File: src/rtl/seq_nr_divider.sv
// Sequential unsigned non-restoring divider: one quotient bit per clock,
// start/done handshake, divide-by-zero detection and final remainder correction.
module seq_nr_divider #(
  parameter int unsigned N = 8,
  parameter int unsigned M = 4
) (
  input  logic         clk,
  input  logic         rst_n,
  input  logic         start,
  input  logic [N-1:0] dividend,
  input  logic [M-1:0] divisor,
  output logic         busy,
  output logic         done,
  output logic [N-1:0] quotient,
  output logic [M-1:0] remainder,
  output logic         div_by_zero
);

  localparam int unsigned CW = $clog2(N + 1);

  typedef enum logic [1:0] {
    IDLE,
    ITER,
    CORR,
    DONE
  } state_t;

  state_t          state_q;
  logic   [M:0]    p_q;
  logic   [N-1:0]  q_q;
  logic   [M-1:0]  d_q;
  logic   [CW-1:0] cnt_q;
  logic            dz_q;
  logic            busy_q;
  logic            done_q;
  logic   [N-1:0]  quo_q;
  logic   [M-1:0]  rem_q;
  logic            dbz_q;

  logic   [M:0]    p_shift;
  logic   [M:0]    p_iter_d;
  logic   [N-1:0]  q_iter_d;
  logic   [M:0]    p_corr_d;

  // P wraps modulo 2^(M+1); the sign-driven add/subtract keeps the result in [-D, D).
  always_comb begin
    p_shift  = {p_q[M-1:0], q_q[N-1]};
    p_iter_d = p_q[M] ? (p_shift + {1'b0, d_q}) : (p_shift - {1'b0, d_q});
    q_iter_d = {q_q[N-2:0], ~p_iter_d[M]};
    p_corr_d = p_q[M] ? (p_q + {1'b0, d_q}) : p_q;
  end

  always_ff @(posedge clk or negedge rst_n) begin
    if (!rst_n) begin
      state_q <= IDLE;
      p_q     <= '0;
      q_q     <= '0;
      d_q     <= '0;
      cnt_q   <= '0;
      dz_q    <= 1'b0;
      busy_q  <= 1'b0;
      done_q  <= 1'b0;
      quo_q   <= '0;
      rem_q   <= '0;
      dbz_q   <= 1'b0;
    end else begin
      done_q <= 1'b0;
      case (state_q)
        IDLE: begin
          if (start) begin
            q_q     <= dividend;
            d_q     <= divisor;
            p_q     <= '0;
            cnt_q   <= CW'(N);
            dz_q    <= (divisor == '0);
            busy_q  <= 1'b1;
            state_q <= (divisor == '0) ? DONE : ITER;
          end
        end
        ITER: begin
          p_q   <= p_iter_d;
          q_q   <= q_iter_d;
          cnt_q <= cnt_q - CW'(1);
          if (cnt_q == CW'(1)) state_q <= CORR;
        end
        CORR: begin
          p_q     <= p_corr_d;
          state_q <= DONE;
        end
        DONE: begin
          // Results are published together with done; Q still holds the dividend on divide-by-zero.
          quo_q   <= dz_q ? '1 : q_q;
          rem_q   <= dz_q ? q_q[M-1:0] : p_q[M-1:0];
          dbz_q   <= dz_q;
          done_q  <= 1'b1;
          busy_q  <= 1'b0;
          state_q <= IDLE;
        end
        default: state_q <= IDLE;
      endcase
    end
  end

  assign busy        = busy_q;
  assign done        = done_q;
  assign quotient    = quo_q;
  assign remainder   = rem_q;
  assign div_by_zero = dbz_q;

endmodule

File: config.mk
export PLATFORM = sky130hd
export DESIGN_NAME = seq_nr_divider
export DESIGN_NICKNAME = d
export VERILOG_FILES = /design/src/rtl/seq_nr_divider.sv
export SDC_FILE = /design/constraint.sdc
export NUM_CORES = 1
export LEC_CHECK = 0
export CELL_PAD_IN_SITES_DETAIL_PLACEMENT = 1
export CELL_PAD_IN_SITES_GLOBAL_PLACEMENT = 2
export CORE_MARGIN = 4
export CORE_UTILIZATION = 37
export DETAILED_ROUTE_END_ITERATION = 8
export PLACE_DENSITY = 0.9
export RECOVER_POWER = 50
export SYNTH_ARGS = -nofsm -noshare
export SYNTH_HDL_FRONTEND = slang
export SYNTH_SLANG_ARGS = --single-unit
File: constraint.sdc
create_clock -name clk -period 7 [get_ports clk]
set_clock_uncertainty 0.2 [all_clocks]
set_input_delay 1.4 -clock clk [delete_from_list [all_inputs] [get_ports clk]]
set_output_delay 1.4 -clock clk [all_outputs]
set_load 0.01 [all_outputs]
# == Word-level counts from Yosys, hierarchy flattened ==
# Cells that the tools add are included.
# classes
n_addsub,4
n_eq_ne,7
n_mux,17
n_bitwise,1
reduce_logical,11
# ops
operator,n
two-way mux 8 bit,2
one-hot mux 8 bit (2 select lines),1
two-way mux 5 bit,3
one-hot mux 5 bit (3 select lines),1
adder 5 x 4 -> 5 bit,2
AND reduction 2 bit,5
two-way mux 4 bit,2
one-hot mux 2 bit (4 select lines),1
one-hot mux 4 bit (2 select lines),1
two-way mux 2 bit,3
"inequality test 2 bit, second input constant",3
subtractor 5 x 4 -> 5 bit,1
"== test 2 bit, second input constant",2
"== test 4 x 1 -> 1 bit, second input constant",1
logical NOT 4 bit,1
nonzero test 2 bit,2
"subtractor 4 x 1 -> 4 bit, second input constant",1
AND reduction 3 bit,1
nonzero test 3 bit,1
"== test 2 x 1 -> 1 bit, second input constant",1
logical NOT 2 bit,1
two-way mux 1 bit,2
one-hot mux 1 bit (2 select lines),1
inverter 1 bit,1
# word_totals
regBits,39
out_inout_bits,15
elab_cells,52

# == Depth between registers and ports, before layout ==
# logic_depth
ltp_word,4
mapped_depth,10

# == Worst setup path after synthesis ==
# Ideal clock, no wire load.
# synth_timing
path_type,input-to-reg
start,input port start
end,register p_q[0]
setup_ns,0.121
t_arrival_ns,2.200
t_required_ns,6.679
path_slack_ns,4.479
path_stages,5
path_buffers,0
cell_sequence,nor2b_1 -> nor2_1 -> o21ai_0 -> nor2_1 -> a22o_1
# synth_via
elab_chain_cells,2
# synth_lines
element,line,source
start: declaration,9,"input logic start,"
inequality test 2 bit (no source line),n/a,
AND reduction 3 bit (no source line),n/a,
end signal: assignment,81,p_q <= p_iter_d;
end signal: assignment,87,p_q <= p_corr_d;
end: declaration,29,logic [M:0] p_q;
# Every way passes these cells.
# A chain may end at the register's enable or synchronous reset.

==> impl_metrics.json <==
{
  "synth-edff-count": 0,
  "fp.dieW_um": 85.0,
  "startpoint": "rst_n",
  "syn-num-nets": 258,
  "wl_met3_um": 139,
  "worst_slew_pin_slew_ns": 2.10,
  "crit_arrival_ns": 2.89,
  "cts_max_level": 2,
  "worstPathRequired_ns": 6.78,
  "nFillCells": 674,
  "drt_iter0_drc": 48,
  "drv_cap": 1,
  "antenna_found_initial": 0,
  "cp-start-kind": "primary input",
  "max_slew_margin": -0.399,
  "gp_routability_congestion": 0.796,
  "top_layer_used": "met4",
  "hp-start": "div_by_zero$_DFFE_PN0P_",
  "gr-total-overflow": 0,
  "period_share": 0.444,
  "status": "finished, violations left",
  "hold_path_end": "div_by_zero$_DFFE_PN0P_",
  "setup_tns_ns": 0,
  "crit_fanout": 39,
  "dpl.hpwl_um": 3710,
  "drc": 0,
  "rsz0062_at_grt": "false",
  "ys_async_sr_fraction": 1.00,
  "synth_ff_type": "dfrtp_1",
  "grt_first_pass_wirelength_um": 8960,
  "slowest_delay_ns": 1.47,
  "fmax_mhz": 322,
  "pre_cts_ws_ns": 3.55,
  "synth-seq-cells": 39,
  "p_sw_frac": 0.411,
  "grt_pass1_vias": 1821,
  "cts_resized": 0,
  "r2r_slack_ns": 4.29,
  "diodes": 0,
  "p_leak_nw": 1.15,
  "final_nets": 285,
  "violations": "max-capacitance violations, max-slew violations",
  "wl_per_cell_um": 15.4,
  "grt_max_degree": 40,
  "switching_power_mw": 0.531,
  "placementRows": 27,
  "synth_top_area_frac": 0.445,
  "wl_met1_um": 2380,
  "cts_tree": "yes",
  "clkTransAtPathRegs_ns": 0.08,
  "syn_to_final_growth_pct": 19.5,
  "die_h_um": 85.0,
  "cts_root_buffer": "clkbuf_8",
  "synth_area_um2": 2190,
  "hold_depth": 1,
  "end_kind": "async pin",
  "start_util": 0.391,
  "setup_viol": 0,
  "dr.pass1.iters": 4,
  "cts_made_buffers": 5,
  "synth_area_leaders": "dfrtp_1, ha_1, mux2i_1, nor2_1, a21oi_1",
  "postCtsSetupBuffers": 0,
  "core_region_area_um2": 5610,
  "num_vias": 1630,
  "power_frac_comb": 0.519,
  "clkSinkCount": 39,
  "wl_met2_um": 2490,
  "critical_path_class": "primary input to async pin",
  "synth.distinct_cells": 41,
  "drt-total-wl_um": 5030,
  "syn_inst": 226,
  "path_delay_family": "buffers and inverters",
  "r2r_start": "d_q[1]$_DFFE_PN0P_",
  "ant_nets": 0,
  "crit_chain": "clkbuf_1",
  "dieArea_um2": 7220,
  "clk_latency_ns": 0.29,
  "clkPwrFrac": 0.150,
  "p_seq_frac": 0.331,
  "regArea_um2": 976,
  "drive_above_1_share": 0.0748,
  "reg2reg_to": "q_q[0]$_DFFE_PN0P_",
  "power_density_nw_per_um2": 493,
  "multi_input_area_um2": 1090,
  "grt_use_total": 0.156,
  "reg2reg_depth": 10,
  "synth.yosys.seq_area_share": 0.445,
  "internal_power_mw": 0.761,
  "cp.buffers_inverters": 1,
  "fin_crit_ns": 3.11,
  "hp-class": "register to register",
  "synth_area_per_cell_um2": 9.69,
  "ir_worst_vdd_uv": 271,
  "yosysWarningCount": 0,
  "ioPinCount": 30,
  "cpMaxStageDelayCell": "clkbuf_1",
  "layout_setup_ws_ns": 3.89,
  "ctsHoldBuffers": 0,
  "crit_cells": 1,
  "portBuffers": 29,
  "slew_violations": 40,
  "clockBufferDepth": 2,
  "yosys.area.top_type": "dfrtp_1",
  "hold_viol_final": 0,
  "viasPerCell": 5.00
}
worst max path at each step:
stage                               to  slack, ns
finish                  done$_DFF_PN0_       3.89
CTS                 q_q[0]$_DFFE_PN0P_       3.86
global route        q_q[5]$_DFFE_PN0P_       3.41
detailed placement  q_q[0]$_DFFE_PN0P_       3.55
floorplan           p_q[0]$_DFFE_PN0P_       4.48
global placement    q_q[0]$_DFFE_PN0P_       3.60
final cells by class:
cell class / instances / area share
Clock buffer: 6 / 0.0315
Clock inverter: 2 / 0.0134
Inverter: 14 / 0.0201
Multi-Input combinational cell: 163 / 0.418
Sequential cell: 39 / 0.373
Tap cell: 72 / 0.0344
Timing Repair Buffer: 30 / 0.110
cell usage in the layout, fill, tap and decap left out, types with 2 or more instances in the layout:
| cell | instances |
|---|---|
| o22ai_1 | 2 |
| mux2_2 | 7 |
| o21ai_1 | 3 |
| ha_1 | 15 |
| o21ai_0 | 16 |
| inv_1 | 14 |
| clkdlybuf4s50_1 | 28 |
| nor3_1 | 2 |
| clkbuf_1 | 2 |
| nor2_1 | 32 |
| mux2i_1 | 12 |
| a21oi_1 | 18 |
| nand3_1 | 3 |
| dfrtp_1 | 39 |
| o31ai_1 | 2 |
| o32a_1 | 2 |
| nor2b_1 | 2 |
| xor2_1 | 4 |
| clkbuf_8 | 6 |
| fa_1 | 2 |
| a21o_1 | 2 |
| nand2_1 | 21 |
| xnor2_1 | 2 |
power by group through the flow:
stage | Sequential [mW] | Combinational (mW) | Clock [mW]
4_1_cts | 0.429 | 0.683 | 0.201
5_1_grt | 0.447 | 0.767 | 0.214
2_1_floorplan | 0.420 | 0.463 | 0
3_5_place_dp | 0.431 | 0.674 | 0
3_3_place_gp | 0.428 | 0.653 | 0
6_report | 0.427 | 0.671 | 0.194
cell usage after synthesis, drive strengths merged (2+ instances only):
cell and n:
o22ai 2, xor2 4, ha 15, mux2i 12, nor2b 2, nor3 2, buf 3, a21oi 18
a211oi 2, nand2 21, nand3 3, xnor2 2, mux2 7, a21o 2, inv 14, o31ai 2
dfrtp 39, clkbuf 7, fa 2, o32a 2, o21ai 19, nor2 32
kinds of logic (layout without fill, tap and decap cells):
group / after synthesis / in the layout / share of synthesized area
adders and majority gates: 17 / 17 / 0.104
xor gates and xnor gates: 6 / 6 / 0.0240
muxes: 19 / 19 / 0.0908
buffers and inverters: 24 / 52 / 0.0548
and+or+nand+nor: 68 / 68 / 0.137
AOI/OAI and AO/OA: 53 / 53 / 0.144
DFF: 39 / 39 / 0.445
stage by stage:
step | util | hold slack [ns] | power (mW) | area (µm²) | instances
global route | 0.467 | 0.360 | 1.43 | 2620 | 326
CTS | 0.468 | 0.328 | 1.31 | 2620 | 326
finish | 0.467 | 0.326 | 1.29 | 2620 | 326
floorplan | - | 0.272 | 0.884 | 2190 | 226
detailed placement | 0.447 | 0.305 | 1.10 | 2510 | 318
global placement | 0.447 | 0.290 | 1.08 | 2510 | 318
routing by layer:
metal / track usage / up-vias
met2: 0.261 / 17
met4: 0.0317 / 0
met1: 0.202 / 786
met5: 0 / -
li1: - / 825
met3: 0.0456 / 2
flip-flops by register name, indices dropped and copies added, names as in the netlist:
| register | count |
|---|---|
| busy | 1 |
| cnt_q | 4 |
| d_q | 4 |
| div_by_zero | 1 |
| done | 1 |
| dz_q | 1 |
| p_q | 5 |
| q_q | 8 |
| quotient | 8 |
| remainder | 4 |
| state_q | 2 |
Power figures use the tool's default switching activity.
